--- src/rtl/alu_issue_wb.sv ---
// alu_issue_wb: issue/writeback controller for the registered 32-bit ALU.
// Accepts instruction words, reads operands from a 16 x 32 register file,
// drives the ALU for one cycle and writes the result back one cycle later.
//
// state | meaning
// IDLE  | accept a register load or an instruction
// ISSUE | operands/opcode on the ALU inputs for exactly one cycle
// WB    | alu_result valid; write back (unless NOP) and retire
module alu_issue_wb #(
    parameter int CNT_W = 16
) (
    input  logic              clk,
    input  logic              rst,
    input  logic              ins_valid,
    output logic              ins_ready,
    input  logic [31:0]       ins_data,
    input  logic              ld_en,
    input  logic [3:0]        ld_addr,
    input  logic [31:0]       ld_data,
    output logic [31:0]       alu_a,
    output logic [31:0]       alu_b,
    output logic [3:0]        alu_op,
    input  logic [31:0]       alu_result,
    output logic              retire,
    output logic [CNT_W-1:0]  retired_cnt,
    input  logic [3:0]        dbg_addr,
    output logic [31:0]       dbg_data
);

    typedef enum logic [1:0] {
        IDLE  = 2'd0,
        ISSUE = 2'd1,
        WB    = 2'd2
    } state_t;

    state_t      state;
    logic [31:0] regs [16];
    logic [3:0]  rd_q;
    logic [3:0]  op_q;
    logic        op_writes;

    // A pending load blocks instruction acceptance in the same cycle.
    assign ins_ready = (state == IDLE) && !ld_en;

    // Retire is the WB state itself; a reset arriving during WB suppresses it.
    assign retire = (state == WB) && !rst;

    // Only opcodes 0001..1001 produce a result worth committing.
    assign op_writes = (op_q >= 4'd1) && (op_q <= 4'd9);

    // Debug port reads the register file combinationally.
    assign dbg_data = regs[dbg_addr];

    // Sequencer: register file, ALU drive, writeback and retire counter.
    always_ff @(posedge clk) begin
        if (rst) begin
            state       <= IDLE;
            alu_a       <= '0;
            alu_b       <= '0;
            alu_op      <= '0;
            rd_q        <= '0;
            op_q        <= '0;
            retired_cnt <= '0;
            for (int i = 0; i < 16; i++) begin
                regs[i] <= '0;
            end
        end else begin
            case (state)
                IDLE: begin
                    if (ld_en) begin
                        regs[ld_addr] <= ld_data;
                    end else if (ins_valid) begin
                        op_q   <= ins_data[31:28];
                        rd_q   <= ins_data[27:24];
                        alu_a  <= regs[ins_data[23:20]];
                        alu_b  <= regs[ins_data[19:16]];
                        alu_op <= ins_data[31:28];
                        state  <= ISSUE;
                    end
                end
                ISSUE: begin
                    // ALU samples the operands on this edge; park it afterwards.
                    alu_op <= 4'b0000;
                    state  <= WB;
                end
                WB: begin
                    if (op_writes) begin
                        regs[rd_q] <= alu_result;
                    end
                    retired_cnt <= retired_cnt + {{(CNT_W-1){1'b0}}, 1'b1};
                    state       <= IDLE;
                end
                default: begin
                    state <= IDLE;
                end
            endcase
        end
    end

endmodule

--- config.mk ---
export PLATFORM = sky130hd
export DESIGN_NAME = alu_issue_wb
export DESIGN_NICKNAME = d
export VERILOG_FILES = /design/src/rtl/alu_issue_wb.sv
export SDC_FILE = /design/constraint.sdc
export NUM_CORES = 1
export LEC_CHECK = 0
export CELL_PAD_IN_SITES_DETAIL_PLACEMENT = 1
export CELL_PAD_IN_SITES_GLOBAL_PLACEMENT = 1
export CORE_UTILIZATION = 35
export CTS_CLUSTER_SIZE = 16
export DETAILED_ROUTE_END_ITERATION = 12
export HOLD_SLACK_MARGIN = 0.08
export PLACE_DENSITY_LB_ADDON = 0.25
export SETUP_SLACK_MARGIN = 0.4
export SLEW_MARGIN = 20
export SYNTH_ARGS = -nofsm -noshare
export SYNTH_HDL_FRONTEND = slang
export SYNTH_SLANG_ARGS = --single-unit
--- constraint.sdc ---
create_clock -name clk -period 3.9 [get_ports clk]
set_input_delay 0.78 -clock clk [delete_from_list [all_inputs] [get_ports clk]]
set_output_delay 0.78 -clock clk [all_outputs]
set_load 0.02 [all_outputs]
==> qor.yml <==
status: "complete, no violations"
power_density_mw_per_mm2: 405.9
layout-drive-gt1-share_pct: 31.37
port_buffers: 209
ys_ff_latch: 606
route.detailed.drc: 0
synth-async-reset-ratio_pct: 0
min_path_type: "reg -> reg"
dpl.cell_count: 3607
synth_edf_count: 512
relSlewSlack_pct: 33.36
drv_slew: 0
synth_top_area_share_pct: 45.12
max_stage_delay_ps: 540
clock_sinks: 606
layout.nets: 2530
synthToLayoutAreaGrowth_pct: 18.92
grt_first_pass_wirelength_um: 175500
worst_path_most_repeated_cell: "mux4_2"
cts.path.max_buffers: 3
num_rows: 114
reg2reg_setup_slack_ps: 820
worst_path_max_delay_cell: "mux4_2"
synthTopCellsByArea: "edfxtp_1, mux4_2, dfxtp_1"
postCtsHoldBufs: 0
rsz0062_at_grt: "true"
cts_tree: "done"
netlist_instances: 2230
routed_wl_um: 122900
htree_levels: 3
yosysMostFrequentCell: "edfxtp_1"
critical_path.top_delay_family: "multiplexers"
die_area_mm2: 0.09862
path_clk_slew_ps: 50
cp_data_arrival_time_ps: 2720
cts_made_buffers: 71
dieWidth_um: 314.0
fin_cells: 3756
crit_chain: "clkbuf_8 > buf_16 > buf_4 > mux4_2 > mux4_2 > dlygate4sd2_1"
syn_nets: 2339
synthTopCellsByCount: "edfxtp_1, nor2_1, mux4_2, mux2i_1, dfxtp_1"
skew_ps: 26.30
vias: 23210
drtAntennaViolNets: 0
dp_hpwl_um: 74010
fmax_mhz: 285.6
ys_types: 56
synth_top_area_cell: "edfxtp_1"
fin_setup_tns_ps: 0
synth_ff_type: "edfxtp_1"
period_minus_slack_ps: 3502
drv_cap: 0
crit_buf_inv: 4
ctsRootBufferMaster: "clkbuf_16"
ir_drop_mv: 0.2916
worstMarginPinSlew_ps: 995.0
crit_fanout: 17
via_per_inst: 6.180
yosys_warnings: 0
p_leak_nw: 14.07
drt_iter0_drc: 2230
globalplace.congestion: 0.8114
synth-seq-area-share_pct: 50.64
synth_area_mm2: 0.03408
first_pass_iters: 5
syn_area_per_cell_um2: 15.28
grt_max_degree: 65
n_antenna_cell: 0
antenna_found_initial: 2
period_share_pct: 89.79
core_mm2: 0.09657
chipHeight_um: 314.0
io-pin-count: 226
worstSetupPathType: "in -> out"
finalHoldViolCount: 0
grt.total_usage_pct: 24.90
post_drt_wl_per_cell_um: 32.71
cp.required_ps: 3120
worstSetupStartpointType: "primary input"
grt_pass1_vias: 24640
finalSetupViolations: 0
cp-end-kind: "output pin"
floorplan.initialDensity_pct: 35.29
insertion_delay_ps: 630
grt-ovfl-total: 0
## placed cells by master, fill, tap and decap left out, drive strengths merged, types with 22 or more instances in the layout
cell type,instances
clkinv,22
buf,145
clkdlybuf4s50,166
edfxtp,512
nor2,529
mux4,416
a221oi,64
mux2i,161
o21bai,65
clkbuf,113
nand2,31
dfxtp,94
## stage by stage
step | cell area (um^2) | total power, W | util (%) | setup WS (ps) | hold slack (ps)
final | 40530 | 0.01645 | 41.97 | 398.3 | 470.0
after global routing | 40530 | 0.01692 | 41.97 | 378.4 | 501.4
after CTS | 40370 | 0.01654 | 41.80 | 327.8 | 473.4
after detailed placement | 38180 | 0.01010 | 39.53 | 119.4 | 458.1
after global placement | 38180 | 0.01005 | 39.53 | 118.3 | 449.1
after floorplan | 34080 | 0.009041 | - | 430.7 | 456.4
## flip-flops by register name, summed over array words and instances (netlist names)
name / cells
alu_b: 32
retired_cnt: 16
regs: 512
state: 2
rd_q: 4
op_q: 4
alu_a: 32
alu_op: 4
## tightest hold or removal path, delay by kind of cell, from the launching register on
| family | cells | cell delay (ps) |
|---|---|---|
| AOI/OAI and AO/OA | 1 | 60 |
| DFF | 1 | 310 |
| and+or+nand+nor | 1 | 50 |
## final cells by class
| type | instances | area (um^2) |
|---|---|---|
| inverter | 5 | 18.77 |
| tap | 1276 | 1597 |
| multi-input combinational | 1391 | 15790 |
| clock inverter | 27 | 181.4 |
| timing repair buffer | 346 | 3636 |
| fill | 9538 | 56040 |
| sequential | 606 | 17260 |
| clock buffer | 105 | 2049 |
## logic make-up (layout without fill, tap and decap cells)
| logic type | Yosys count | in the layout | synth area share (%) |
|---|---|---|---|
| AO/OA/AOI/OAI | 175 | 175 | 4.127 |
| XOR/XNOR | 9 | 9 | 0.2313 |
| adder cells (fa/ha/maj) | 1 | 1 | 0.03671 |
| buffers and inverters | 233 | 483 | 3.716 |
| flip-flops | 606 | 606 | 50.64 |
| multiplexers | 578 | 578 | 33.36 |
| AND/OR/NAND/NOR | 628 | 628 | 7.894 |
## repair_timing
action | CTS | global route
hold endpoints to repair | 0 | 0
resized for setup | 33 | 27
setup buffers | 0 | 17
endpoints found under the setup margin | 32 | 24
gates cloned | 0 | 0
## metal layers
metal	global-route usage (%)	share of wire (%)
met1	32.43	39
met2	41.56	49
met3	4.539	8.3
met4	8.902	3.3
met5	0.1451	0.011
## power by group
part / internal (W) / switching, W / leakage, nW / total (W)
combinational: 0.00113 / 0.00130 / 6.93 / 0.00243
clock: 0.00377 / 0.00272 / 1.09 / 0.00650
sequential: 0.00730 / 0.000223 / 6.05 / 0.00752
total: 0.0122 / 0.00424 / 14.1 / 0.0164
## final timing paths
path	from	to	depth (start not counted)
max	dbg_addr[0]	dbg_data[23]	6
min	alu_op[3]	alu_op[3]	2
max reg2reg	op_q[3]	regs[7][15]	5
min reg2reg	alu_op[3]	alu_op[3]	2
Note: power is estimated with default switching activity, not from simulation.
